**src/rtl/datapath_pkg.sv**
```systemverilog
// Shared datapath constants for the pipeline registers, hazard/forwarding units
// and the writeback register file.
package datapath_pkg;

  localparam int DATA_W   = 32;
  localparam int ADDR_W   = 5;
  localparam int NUM_REGS = 2 ** ADDR_W;

  localparam logic [4:0] ZERO_REG = 5'd0;

  // Bit positions inside the packed WB control field carried by MEM/WB.
  localparam int WB_REGWRITE = 0;
  localparam int WB_MEMTOREG = 1;

  typedef logic [1:0] wb_ctrl_t;

endpackage

```
**src/rtl/wb_regfile_array.sv**
```systemverilog
// Register storage: NUM_REGS x DATA_W, synchronous reset, one write port,
// two asynchronous read ports, register 0 reads as zero and is never stored.
module wb_regfile_array #(
  parameter int DATA_W   = 32,
  parameter int ADDR_W   = 5,
  parameter int NUM_REGS = 32
) (
  input  logic              clk,
  input  logic              rst,
  input  logic              we,
  input  logic [ADDR_W-1:0] waddr,
  input  logic [DATA_W-1:0] wdata,
  input  logic [ADDR_W-1:0] raddr1,
  input  logic [ADDR_W-1:0] raddr2,
  output logic [DATA_W-1:0] rdata1,
  output logic [DATA_W-1:0] rdata2
);
  import datapath_pkg::*;

  localparam logic [ADDR_W-1:0] ZERO_ADDR = ADDR_W'(ZERO_REG);

  logic [DATA_W-1:0] rf [NUM_REGS];

  assign rf[0] = '0;

  // Each register is its own flop group so reset can clear them all at once.
  genvar gi;
  generate
    for (gi = 1; gi < NUM_REGS; gi++) begin : g_reg
      logic [DATA_W-1:0] q_reg;

      always_ff @(posedge clk) begin
        if (rst) begin
          q_reg <= '0;
        end else if (we && (waddr == ADDR_W'(gi))) begin
          q_reg <= wdata;
        end
      end

      assign rf[gi] = q_reg;
    end
  endgenerate

  assign rdata1 = (raddr1 == ZERO_ADDR) ? '0 : rf[raddr1];
  assign rdata2 = (raddr2 == ZERO_ADDR) ? '0 : rf[raddr2];

endmodule

```
**src/rtl/wb_regfile.sv**
```systemverilog
// Writeback stage: result select, register file commit, decode read ports and
// a saturating retired-write counter. Optional same-cycle bypass: WB_BYPASS_EN.
module wb_regfile #(
  parameter int DATA_W   = 32,
  parameter int ADDR_W   = 5,
  parameter int NUM_REGS = 32,
  parameter int CNT_W    = 32
) (
  input  logic              clk,
  input  logic              rst,
  input  logic              RegWriteW,
  input  logic              MemtoRegW,
  input  logic [DATA_W-1:0] ReadDataW,
  input  logic [DATA_W-1:0] ALUResultW,
  input  logic [ADDR_W-1:0] RegDstW,
  input  logic [ADDR_W-1:0] RsD,
  input  logic [ADDR_W-1:0] RtD,
  output logic [DATA_W-1:0] RD1,
  output logic [DATA_W-1:0] RD2,
  output logic [DATA_W-1:0] ResultW,
  output logic [CNT_W-1:0]  WriteCount
);
  import datapath_pkg::*;

  wb_ctrl_t          wb_ctrl;
  logic              commit;
  logic [DATA_W-1:0] rd1_arr;
  logic [DATA_W-1:0] rd2_arr;
  logic [CNT_W-1:0]  count_reg;
  logic [CNT_W-1:0]  count_next;

  always_comb begin
    wb_ctrl              = '0;
    wb_ctrl[WB_REGWRITE] = RegWriteW;
    wb_ctrl[WB_MEMTOREG] = MemtoRegW;
  end

  assign ResultW = wb_ctrl[WB_MEMTOREG] ? ReadDataW : ALUResultW;
  assign commit  = wb_ctrl[WB_REGWRITE] && (RegDstW != ADDR_W'(ZERO_REG));

  wb_regfile_array #(
    .DATA_W   (DATA_W),
    .ADDR_W   (ADDR_W),
    .NUM_REGS (NUM_REGS)
  ) u_array (
    .clk    (clk),
    .rst    (rst),
    .we     (commit),
    .waddr  (RegDstW),
    .wdata  (ResultW),
    .raddr1 (RsD),
    .raddr2 (RtD),
    .rdata1 (rd1_arr),
    .rdata2 (rd2_arr)
  );

`ifdef WB_BYPASS_EN
  // Forward the in-flight write so decode never sees the stale value.
  assign RD1 = (commit && (RsD == RegDstW)) ? ResultW : rd1_arr;
  assign RD2 = (commit && (RtD == RegDstW)) ? ResultW : rd2_arr;
`else
  assign RD1 = rd1_arr;
  assign RD2 = rd2_arr;
`endif

  always_comb begin
    count_next = count_reg;
    if (commit && !(&count_reg)) begin
      count_next = count_reg + 1'b1;
    end
  end

  always_ff @(posedge clk) begin
    if (rst) begin
      count_reg <= '0;
    end else begin
      count_reg <= count_next;
    end
  end

  assign WriteCount = count_reg;

endmodule

```
**config.mk**
```make
export PLATFORM = sky130hd
export DESIGN_NAME = wb_regfile
export DESIGN_NICKNAME = d
export VERILOG_FILES = /design/src/rtl/datapath_pkg.sv /design/src/rtl/wb_regfile_array.sv /design/src/rtl/wb_regfile.sv
export SDC_FILE = /design/constraint.sdc
export NUM_CORES = 2
export LEC_CHECK = 0
export CELL_PAD_IN_SITES_DETAIL_PLACEMENT = 1
export CELL_PAD_IN_SITES_GLOBAL_PLACEMENT = 1
export CORE_ASPECT_RATIO = 0.75
export CORE_MARGIN = 1
export CORE_UTILIZATION = 49
export CTS_BUF_LIST = sky130_fd_sc_hd__clkbuf_8
export DETAILED_ROUTE_END_ITERATION = 16
export GPL_ROUTABILITY_DRIVEN = 0
export GPL_TIMING_DRIVEN = 0
export PLACE_DENSITY_LB_ADDON = 0.2
export SYNTH_ARGS = -nofsm -noshare
export SYNTH_HDL_FRONTEND = slang
export SYNTH_SLANG_ARGS = --single-unit
```
**constraint.sdc**
```tcl
create_clock -name clk -period 3.8 [get_ports clk]
set_clock_uncertainty 0.05 [all_clocks]
set_input_delay 0.95 -clock clk [delete_from_list [all_inputs] [get_ports clk]]
set_output_delay 0.95 -clock clk [all_outputs]
set_load 0.05 [all_outputs]
```
Word level (Yosys, flattened, before mapping)
Cells that the tools add are included.

Register bits: 1024. Latch bits: 0. RAM bits: 0. Memory bits (read-only): 0. Input bits: 83. Output and inout port bits: 128. Logic and storage cells: 115. Memories kept: 0.

Add/subtract/negate cells: 1. Multiply operators: 0. Div/mod/pow operators: 0. Order comparisons: 2. Eq/ne operators: 31. Shift-type cells: 0. Mux-type cells: 9. Bitwise logic cells: 2. Reductions and logical operators: 38.

Operator list (count): 32-bit binary-select mux with 5-bit select (2); 32-bit two-way mux (7); 5-bit == test (second input constant) (16); 5-bit by 4-bit == test with 1-bit output (second input constant) (8); 1-bit logical AND (33); 32-bit by 1-bit adder with 32-bit output (second input constant) (1); 32-bit AND reduction (1); 5-bit by 3-bit == test with 1-bit output (second input constant) (4); 6-bit greater-or-equal comparator (second input constant) (2); 5-bit NOT with 6-bit output (2); 5-bit by 2-bit == test with 1-bit output (second input constant) (2); 5-bit zero test (2); 5-bit by 1-bit == test with 1-bit output (second input constant) (1); 5-bit nonzero test (1); 1-bit zero test (1).

Longest topological paths before layout
Word-level depth: 5. Gate-level depth with buffers: 9. Gate-level depth less buffers: 6.

Cells and area by module
Synthesis repeated with hierarchy kept, for this count alone.

Cells, all modules: 6057. Area, all modules: 52355.2 µm².

Modules (own cells, without submodules): wb_regfile_array (times used 1, cells an instance 5815, area an instance 50198.1 µm², seq. area each 19859.0 µm²); wb_regfile (times used 1, cells an instance 242, area an instance 2157.1 µm², seq. area each 640.6 µm²).

Worst setup path after synthesis
OpenSTA, ideal clock, no wires.

Path kind: input-to-output. Start point: in RsD[0]. End point: out RD1[30]. Arrival: 3.369 ns. Data required time: 2.800 ns. Path slack: -0.569 ns. Stages on the path: 8. Path buffers: 6. Cells stage by stage: buf_2 -> buf_6 -> buf_4 -> buf_4 -> buf_4 -> clkbuf_1 -> a221oi_1 -> o31ai_1.

Cells in the longest elaborated chain, start to end: 5. Elaborated cells between the ends (all ways): 6. Classes of those cells: 4 x mux; 1 x bitwise; 1 x reduce/logical.

RTL lines: start: declaration (line wb_regfile.sv:16) `input logic [ADDR_W-1:0] RsD,`; 5-bit NOT with 6-bit output (implied by the code) (line wb_regfile_array.sv:44) `assign rdata1 = (raddr1 == ZERO_ADDR) ? '0 : rf[raddr1];`; 32-bit binary-select mux with 5-bit select (line wb_regfile_array.sv:44); 32-bit two-way mux (implied by the code) (2 in a row) (line wb_regfile_array.sv:44); 32-bit two-way mux (*) (line wb_regfile_array.sv:44); end: declaration (line wb_regfile.sv:18) `output logic [DATA_W-1:0] RD1,`.

Every way passes the cells marked *; elsewhere a longest branch is shown, timed or not. The select of a mux whose other input is x is not followed.

Worst setup path in the final report
Start point: in RtD[3]. End point: out RD2[22].

Cells in the longest elaborated chain, start to end: 5. Elaborated cells between the ends (all ways): 6. Classes of those cells: 4 x mux; 1 x bitwise; 1 x reduce/logical.

RTL lines: start: declaration (line wb_regfile.sv:17) `input logic [ADDR_W-1:0] RtD,`; 5-bit NOT with 6-bit output (implied by the code) (line wb_regfile_array.sv:45) `assign rdata2 = (raddr2 == ZERO_ADDR) ? '0 : rf[raddr2];`; 32-bit binary-select mux with 5-bit select (line wb_regfile_array.sv:45); 32-bit two-way mux (implied by the code) (2 in a row) (line wb_regfile_array.sv:45); 32-bit two-way mux (*) (line wb_regfile_array.sv:45); end: declaration (line wb_regfile.sv:19) `output logic [DATA_W-1:0] RD2,`.

Marked as above.

==> impl_summary.md <==
Status
The run finished, with violations left. The checks that failed: max-capacitance violations, max-slew violations, negative setup slack.

Placement
The detailed placement HPWL is 184,000 µm. The count of buffers inserted at the top-level ports is 201.

Detailed routing
The number of DRC markers after the initial detailed-route iteration is 7,135. Dividing the detail-routed via count by the number of cells gives 7.26. After detailed routing, the total wire length is 258,000 µm. In the final routing, the length of wire on met1 measures 95,600 µm. The detailed-route wire length per cell is 37.0 µm. The detailed router placed 50,719 vias in this run.

The count of antenna-violating nets left after detailed routing is 0. The remaining design rule violation count is 0. Signal routing reaches up to met5. The pre-antenna-repair detailed-routing pass consisted of 8 iterations.

The total met2 wirelength after detailed routing is 104,000 µm. The met3 routed wirelength is 36,900 µm.

Clock network
Clock-pin slew was measured on the worst setup and hold paths at 0.06 ns. The clock latency of the later-clocked register in the worst-skew pair is 0.90 ns. The number of CTS-inserted buffers is 167. The tree built by TritonCTS fans out to 1,024 sinks. The root buffer cell chosen for the clock tree is sky130_fd_sc_hd__clkbuf_8. The buffer depth of the longest clock path is 3. CTS built an H-tree with a depth of 4. The clock tree from TritonCTS is yes.

Buffers inserted to repair hold after CTS numbered 0.

Synthesis
The average instance in the mapped netlist occupies 10.5 µm². The count of different cell masters after synthesis is 50. Counting every instance in the synthesized netlist gives 4,985. Yosys printed 0 warnings. Sequential elements use 39.1% of the synthesized area.

Synthesis inferred 1,024 register bits. After synthesis the cells add up to 52,400 µm². The number of nets in the synthesized netlist is 5,069.

STA
The worst hold margin is 0.462 ns. The final cycle utilization of the critical path is 111%. Once routing completed, OpenROAD measured the worst setup slack at -0.399 ns. The highest achievable clock rate is 238 MHz.

The minimum period implied by the final worst setup slack is 4.20 ns. The total setup violations reported at the end of the flow is 66. Setup repair after global routing could not meet its margin everywhere. The number of max-slew violations in the final report came to 22. The total negative slack for setup checks is -13.76 ns. The slew at the pin closest to its max-slew limit is 1.61 ns. The hold violation total from the final report is 0.

The worst slew margin relative to its limit is -7.98%.

GRT
Across every metal layer, demand over resource in global routing totals 46.3%. The pin count of the biggest net entering global routing is 17. After global routing the overflow that remains totals 0. The number of antenna violations at the first check in global routing is 9. The wire length of the first global-routing pass is 363,000 µm. The number of global-route vias before repair is 51,617.

Power
The internal power of the cells totals 17.6 mW. The switching power is 7.75 mW. The share of power burned in registers is 43.4%. The completed layout was analyzed and its total power is 25.3 mW. The worst-case IR drop observed on VDD is 0.298 mV.

Net switching is 30.6% of the power. Combinational logic is responsible for 15.9% of the overall power. The leakage power is 22.2 nW. Per report_power, the clock group accounts for 40.7% of the total. The power per cell area is 389 nW/µm².

Die
The number of core rows is 103. From left edge to right edge, the die measures 380 µm. 211 I/O pins were placed. The core area is 106,000 µm². The die is 285 µm tall. The die covers 108,000 µm². For this configuration, the core starts out at a cell density of 49.6%.

Setup path
The arrival time of the worst setup path is 3.20 ns. The kind of end point of the critical path is an output port. The path type of the worst setup path is input port to output port. The dominant delay contributor by cell family on the critical path is buffers and inverters. On the worst path, the slowest cell contributes a delay of 0.41 ns. STA classifies the critical path startpoint as an input port. The reg2reg setup slack is 1.31 ns.

The maximum fanout encountered on the critical timing path is 11. The critical path goes through dlygate4sd2_1 -> clkbuf_16 -> clkbuf_2 -> nor2b_1 -> nor3_2 -> a221oi_4 -> o22ai_2 -> buf_6. The highest-delay cell along the critical path is sky130_fd_sc_hd__clkbuf_2. Data on the critical path is required at its endpoint by 2.80 ns. The critical path contains buffers and inverters numbering 4 combined.

Final layout
The final layout contains 5,524 nets. The register with the most flip-flops in the layout has 992 of them. The signed area change from the synthesized netlist to the final layout is 24.4%. The core utilization of the finished layout is 61.7%. The fraction of final layout cells sized beyond drive strength 1 is 30.2%.

Worst hold path
The class of the most critical hold timing path is flop to flop.

Job
The number of max-cap violations is 3.
[power groups by stage]
stage          sequential [mW]  clock (mW)  combinational, mW
5_1_grt                   11.0        10.7               4.04
3_3_place_gp              11.2           0               3.05
4_1_cts                   11.0        10.1               3.71
3_5_place_dp              11.2           0               3.12
6_report                  11.0        10.3               4.02
2_1_floorplan             11.2           0               1.89
[placed cells by master (no fill, tap or decap), drive strengths merged, types with 5 or more instances in the layout]
master / synthesis / layout
or2: 5 / 5
a221o: 21 / 21
dfxtp: 1024 / 1024
mux2i: 150 / 150
nor3: 40 / 40
a211oi: 1024 / 1024
and3: 5 / 5
o22ai: 32 / 32
mux4: 448 / 448
a221oi: 75 / 75
nand2b: 9 / 9
nor4: 5 / 5
or3: 19 / 19
clkdlybuf4s50: 0 / 109
clkinv: 0 / 12
buf: 255 / 423
mux2: 95 / 95
clkbuf: 357 / 560
dlygate4sd2: 0 / 21
and2: 12 / 12
dlymetal6s2s: 0 / 5
nor2: 1044 / 1044
clkdlybuf4s15: 0 / 5
o31ai: 34 / 34
nand2: 80 / 80
nor2b: 56 / 56
diode: 0 / 6
inv: 40 / 87
nand4: 15 / 15
o221ai: 11 / 11
a21oi: 40 / 40
o21ai: 59 / 59
nand3: 17 / 17
[final timing paths]
path,start,end,cells past startpoint
min,u_array.g_reg[30].q_reg[24],u_array.g_reg[30].q_reg[24],2
max,RtD[3],RD2[22],8
max reg2reg,WriteCount[0],WriteCount[18],9
min reg2reg,u_array.g_reg[30].q_reg[24],u_array.g_reg[30].q_reg[24],2
[cells by family (layout without fill, tap and decap cells)]
group	count (synthesis)	after routing	share of synthesized area, %
AO/OA/AOI/OAI	1302	1302	19.7
adder cells (fa/ha/maj)	1	1	0.0239
buffers and inverters	652	1227	6.09
flip-flops	1024	1024	39.1
multiplexers	693	693	24.3
other	0	6	0
AND/OR/NAND/NOR	1313	1313	10.7
[area by class of cell]
cell class | instances | area (µm²)
clock buffer | 227 | 3120
timing repair buffer | 308 | 3550
fill | 10988 | 40500
sequential | 1024 | 20500
multi-input combinational | 3309 | 31200
buffer | 590 | 4610
tap | 1417 | 1770
antenna | 6 | 15.0
inverter | 40 | 150
clock inverter | 62 | 282
[worst min-delay path, cell delays in order (launching register included)]
cell and delay, ns:
sky130_fd_sc_hd__dfxtp_1 0.31, sky130_fd_sc_hd__nor2_1 0.10, sky130_fd_sc_hd__a211oi_1 0.05
[synth_stat cells (all sizes together)]
cell / instances / share of area (%)
a2111oi: 1 / 0.053
a211oi: 1024 / 16
a21oi: 40 / 0.38
a221o: 21 / 0.40
a221oi: 75 / 1.3
and2: 12 / 0.14
and3: 5 / 0.060
and4b: 1 / 0.019
buf: 255 / 3.2
clkbuf: 357 / 2.6
dfxtp: 1024 / 39
ha: 1 / 0.024
inv: 40 / 0.29
mux2: 95 / 2.2
mux2i: 150 / 2.9
mux4: 448 / 19
nand2: 80 / 0.57
nand2b: 9 / 0.12
nand3: 17 / 0.16
nand4: 15 / 0.18
nor2: 1044 / 8.0
nor2b: 56 / 0.67
nor3: 40 / 0.38
nor3b: 1 / 0.014
nor4: 5 / 0.072
nor4b: 1 / 0.017
o2111ai: 1 / 0.029
o21a: 1 / 0.014
o21ai: 59 / 0.56
o21ba: 1 / 0.019
o21bai: 2 / 0.029
o221ai: 11 / 0.18
o22ai: 32 / 0.38
o31ai: 34 / 0.49
or2: 5 / 0.060
or3: 19 / 0.23
or3b: 1 / 0.017
or4: 2 / 0.029
[per-stage QoR]
stage | area, µm² | cells | setup WS (ns)
3_5_place_dp | 56700 | 6603 | -3.11
6_report | 65200 | 6983 | -0.399
5_1_grt | 65200 | 6979 | -0.330
2_1_floorplan | 52900 | 4985 | -0.147
3_3_place_gp | 56700 | 6603 | -3.05
4_1_cts | 64500 | 6958 | -0.305
[metal layers]
metal,vias up,global-route usage (%)
met3,979,17.4
met2,3992,63.7
met1,25797,59.4
met5,-,1.08
li1,19943,-
met4,8,33.3
[timing repair]
| action | CTS | global route |
|---|---|---|
| gates cloned | 13 | 6 |
| pin swaps | 21 | 19 |
| endpoints found under the setup margin | 96 | 80 |
| buffers inserted | 74 | 19 |
| gates resized for setup | 1218 | 166 |
Note: power is estimated with default switching activity, not from simulation.
